===== src/rtl/seq_det_pkg.sv =====
// Shared types and elaboration-time helpers for the parametrised sequence detector.
// The helpers build the KMP transition table; they are not meant for runtime logic.
package seq_det_pkg;

  localparam int MAX_PAT_W = 16;

  typedef logic [MAX_PAT_W-1:0] pat_t;

  function automatic int sw_of(input int w);
    return $clog2(w + 1);
  endfunction

  // Longest proper prefix of the pattern that is also a suffix of it.
  function automatic int border_len(input pat_t pattern, input int w);
    int  best;
    bit  ok;
    best = 0;
    for (int k = 1; k < w; k++) begin
      ok = 1'b1;
      for (int j = 0; j < k; j++) begin
        if (pattern[w-1-j] != pattern[k-1-j]) ok = 1'b0;
      end
      if (ok) best = k;
    end
    return best;
  endfunction

  // Matched prefix of length `state` (state < w) extended by bit b; returns the
  // longest pattern prefix that is a suffix of that string.
  function automatic int next_state(input pat_t pattern, input int w,
                                    input int state, input logic b);
    int   best;
    int   len;
    int   pos;
    bit   ok;
    logic sb;
    best = 0;
    len  = state + 1;
    for (int k = 1; k <= len; k++) begin
      if (k <= w) begin
        ok = 1'b1;
        for (int j = 0; j < k; j++) begin
          pos = len - k + j;
          sb  = (pos == state) ? b : pattern[w-1-pos];
          if (sb != pattern[w-1-j]) ok = 1'b0;
        end
        if (ok) best = k;
      end
    end
    return best;
  endfunction

endpackage


===== src/rtl/seq_match_counter.sv =====
// Saturating match counter with synchronous clear; clear wins over increment.
module seq_match_counter #(
  parameter int CNT_W = 8
) (
  input  logic             clk,
  input  logic             rst,
  input  logic             clr_i,
  input  logic             inc_i,
  output logic [CNT_W-1:0] cnt_o
);

  logic [CNT_W-1:0] cnt_q, cnt_d;

  always_comb begin
    cnt_d = cnt_q;
    if (clr_i) begin
      cnt_d = '0;
    end else if (inc_i && (cnt_q != {CNT_W{1'b1}})) begin
      cnt_d = cnt_q + CNT_W'(1);
    end
  end

  always_ff @(posedge clk or posedge rst) begin
    if (rst) cnt_q <= '0;
    else     cnt_q <= cnt_d;
  end

  assign cnt_o = cnt_q;

endmodule


===== src/rtl/moore_seq_det.sv =====
// Moore serial pattern detector driven by an elaboration-time KMP transition table.
// Define SEQDET_COUNT_EN to build the saturating match counter (else match_cnt is 0).
//
//   state      | meaning
//   0          | no pattern bits matched
//   1..PAT_W-1 | that many leading pattern bits matched
//   PAT_W      | full match, zout asserted
module moore_seq_det
  import seq_det_pkg::*;
#(
  parameter int   PAT_W   = 4,
  parameter pat_t PATTERN = 16'b1011,
  parameter int   OVERLAP = 1,
  parameter int   CNT_W   = 8
) (
  input  logic             clk,
  input  logic             rst,
  input  logic             en,
  input  logic             xin,
  input  logic             clr_cnt,
  output logic             zout,
  output logic [CNT_W-1:0] match_cnt
);

  localparam int            SW     = sw_of(PAT_W);
  localparam int            NS     = 2 ** SW;
  localparam int            BORDER = border_len(PATTERN, PAT_W);
  localparam logic [SW-1:0] S_FULL = SW'(PAT_W);

  logic [SW-1:0] ps_q, ps_d;
  logic [SW-1:0] nxt0 [NS];
  logic [SW-1:0] nxt1 [NS];
  logic          hit;

  // Encodings above PAT_W are unreachable; they fall back to delta(0, xin).
  for (genvar s = 0; s < NS; s++) begin : g_state
    localparam int SRC = (s > PAT_W)  ? 0 :
                         (s == PAT_W) ? ((OVERLAP != 0) ? BORDER : 0) : s;
    localparam int N0  = next_state(PATTERN, PAT_W, SRC, 1'b0);
    localparam int N1  = next_state(PATTERN, PAT_W, SRC, 1'b1);
    assign nxt0[s] = SW'(N0);
    assign nxt1[s] = SW'(N1);
  end

  always_comb begin
    ps_d = ps_q;
    if (en) ps_d = xin ? nxt1[ps_q] : nxt0[ps_q];
  end

  always_ff @(posedge clk or posedge rst) begin
    if (rst) ps_q <= '0;
    else     ps_q <= ps_d;
  end

  assign zout = (ps_q == S_FULL);
  assign hit  = en && (ps_d == S_FULL);

`ifdef SEQDET_COUNT_EN
  seq_match_counter #(.CNT_W(CNT_W)) u_cnt (
    .clk   (clk),
    .rst   (rst),
    .clr_i (clr_cnt),
    .inc_i (hit),
    .cnt_o (match_cnt)
  );
`else
  logic unused_cnt_in;
  assign unused_cnt_in = ^{clr_cnt, hit};
  assign match_cnt     = '0;
`endif

endmodule

===== config.mk =====
export PLATFORM = sky130hd
export DESIGN_NAME = moore_seq_det
export DESIGN_NICKNAME = d
export VERILOG_FILES = /design/src/rtl/seq_det_pkg.sv /design/src/rtl/seq_match_counter.sv /design/src/rtl/moore_seq_det.sv
export SDC_FILE = /design/constraint.sdc
export NUM_CORES = 1
export LEC_CHECK = 0
export ABC_AREA = 1
export CAP_MARGIN = 40
export CORE_AREA = 2 2 39 41
export DETAILED_ROUTE_END_ITERATION = 10
export DIE_AREA = 0 0 41 43
export HOLD_SLACK_MARGIN = 0.03
export SYNTH_ARGS = -nofsm -noshare
export SYNTH_HDL_FRONTEND = slang
export SYNTH_SLANG_ARGS = --single-unit

===== constraint.sdc =====
create_clock -name clk -period 1.75 [get_ports clk]
set_input_delay 0.4375 -clock clk [delete_from_list [all_inputs] [get_ports clk]]
set_output_delay 0.4375 -clock clk [all_outputs]
set_load 0.03 [all_outputs]

==> run summary <==
full die area - 1760 µm²
area of the multi-input gates - 98.8 µm²
CTS tree - yes
kind of end point of the critical path - primary output
FP Rows - 14
Slowest Stage Delay on Critical Path - 0.38 ns
flip-flop and latch area - 75.1 µm²
# Post-CTS Setup Buffers - 0
RSZ-0062 raised after global routing - false
Buffers on Ports - 4
Slowest-stage cell, CP - dfrtp_1
DP HPWL - 278 µm
CP Cell Sequence - nor2_1, nand2_1, inv_1, dlygate4sd2_1
Setup crit start kind - flip-flop
biggest regs - ps_q x3
die height - 43 µm
Pins Over Slew Limit - 0
# setup viols final - 0
leakage power - 0.166 nW
Power Dens Cells - 936 nW/µm²
WS Path Type - flip-flop to primary output
Pre-Repair DR Iteration Count - 4
die width - 41 µm
Non-Filler Instances - 57
Inst Count DP - 53
share of cells above drive strength 1 - 0.0976
cell type with the largest total area after synthesis - dfrtp_1
Crit. Startpoint - ps_q[1]
critical path arrival - 1.20 ns
Initial Util - 0.161
Layout area overhead - 26.4%
Largest Register - ps_q
Synth Register Bits - 3
CP delay by family, top - buffers and inverters
initial antenna violation count - 0
Max VDD drop - 130 µV
clk root buf - clkbuf_4
routability cong. - 0.585
Hold Vio Cnt, Final - 0
register area share after synthesis - 0.337
total negative slack - 0 ns
Clock Skew - 0.00197 ns
Max Cap Viol - 0
DR vias - 175
Max H-tree Level - 1
worst r2r src - ps_q[0]
GRT Total Usage - 0.0502
critical path fanouts, max - 3
Avg Vias per Cell - 3.07
vias in the first global route - 138
Gate Count Post-Synth - 33
1st-iter DRT viols - 5
Mean Syn Cell Area - 6.75 µm²
Yosys warning total - 0
Synth Flop Type - dfrtp_1
Worst Hold Class - input port to asynchronous set/reset pin
area share of the largest cell type after synthesis - 0.337
Core Footprint - 1380 µm²
first-pass GRT wire length - 455 µm
total I/O pin count - 14
pin count of the biggest net entering global routing - 6
max reg flops - 3
WL final - 353 µm
DR WL/cell - 6.19 µm
Bufs and invs on worst path - 2
clock-pin slew on the worst setup and hold paths - 0.04 ns
DRC Markers - 0
Synth area leaders - dfrtp_1, buf_4, nand2_1
status - finished, final reports clean
Post-synth EDFFs - 0
Req. time, crit path - 1.31 ns
Highest Clock Rate - 612 MHz
Synth cell types - 8
nets - 47
CTS Buffer Depth - 2
most frequent cells after synthesis - nand2_1, buf_4, inv_1
Fillers - 162
ant diodes - 0
grt ovf - 0
Skew-Pair Late Insertion Delay - 0.23 ns
fin crit period - 1.63 ns
cell with the most instances after synthesis - nand2_1
CTS Sinks - 3
CTS buffer count - 3
antenna-violating nets left - 0
Final period util - 0.934
Post-synth ARST share - 1.00
Mapped Area - 223 µm²
==> cell type report <==
class                           count  area share
Multi-Input combinational cell     25       0.351
Sequential cell                     3       0.267
Timing Repair Buffer                5       0.164
Clock buffer                        4      0.0933
Tap cell                           16      0.0711
Inverter                            4      0.0533
==> worst paths after layout <==
check / depth (start not counted) / endpoint / slack [ns]
min in group clk: 2 / ps_q[1] / 0.50
worst min-delay path: 2 / ps_q[0] / 0.38
max in group asynchronous: 2 / ps_q[1] / 1.24
worst max-delay path: 4 / zout / 0.12
worst min register to register: 2 / ps_q[1] / 0.50
worst max register to register: 6 / ps_q[1] / 0.88
==> where the power goes <==
group	switching (mW)	internal [mW]
clock network	0.0357	0.0854
logic	0.0415	0.0189
registers	0.00489	0.0770
==> cell families after synthesis <==
| kind of cell | after synthesis | synth area share |
|---|---|---|
| simple gates | 16 | 0.281 |
| buf+inv | 12 | 0.337 |
| flops | 3 | 0.337 |
| compound gates | 1 | 0.0281 |
| other cells | 1 | 0.0168 |
==> cells in the final DEF, fill, tap and decap left out <==
cell type        synthesis  final
nand2_1                 11     11
conb_1                   1      8
inv_1                    4      4
nor2_1                   3      3
clkbuf_4                 0      3
clkdlybuf4s50_1          0      3
dfrtp_1                  3      3
nand3_1                  2      2
o22ai_1                  1      1
clkbuf_1                 0      1
dlygate4sd2_1            0      1
buf_4                    8      1
==> what timing repair did <==
action | 4_1_cts | 5_1_grt
hold buffers | 0 | 0
gates resized for setup | 1 | 0
endpoints found under the hold margin | 0 | 0
endpoints found under the setup margin | 1 | 0
==> stage by stage <==
stage / hold WS (ns) / instance area (µm²) / total power, mW / util / worst slack, ns
after detailed placement: 0.494 / 256 / 0.144 / 0.185 / 0.0817
after floorplan: 0.191 / 249 / 0.140 / - / 0.563
after global routing: 0.389 / 282 / 0.283 / 0.203 / 0.0498
after CTS: 0.380 / 282 / 0.269 / 0.203 / 0.103
final: 0.380 / 282 / 0.263 / 0.203 / 0.115
after global placement: 0.507 / 256 / 0.144 / 0.185 / 0.0783
==> routing by layer <==
metal / GRT usage / part of all wire
met4: 0.100 / 0
met2: 0.0719 / 0.63
met1: 0.0193 / 0.33
met3: 0.0314 / 0.037
met5: 0 / 0
Power figures use the tool's default switching activity.
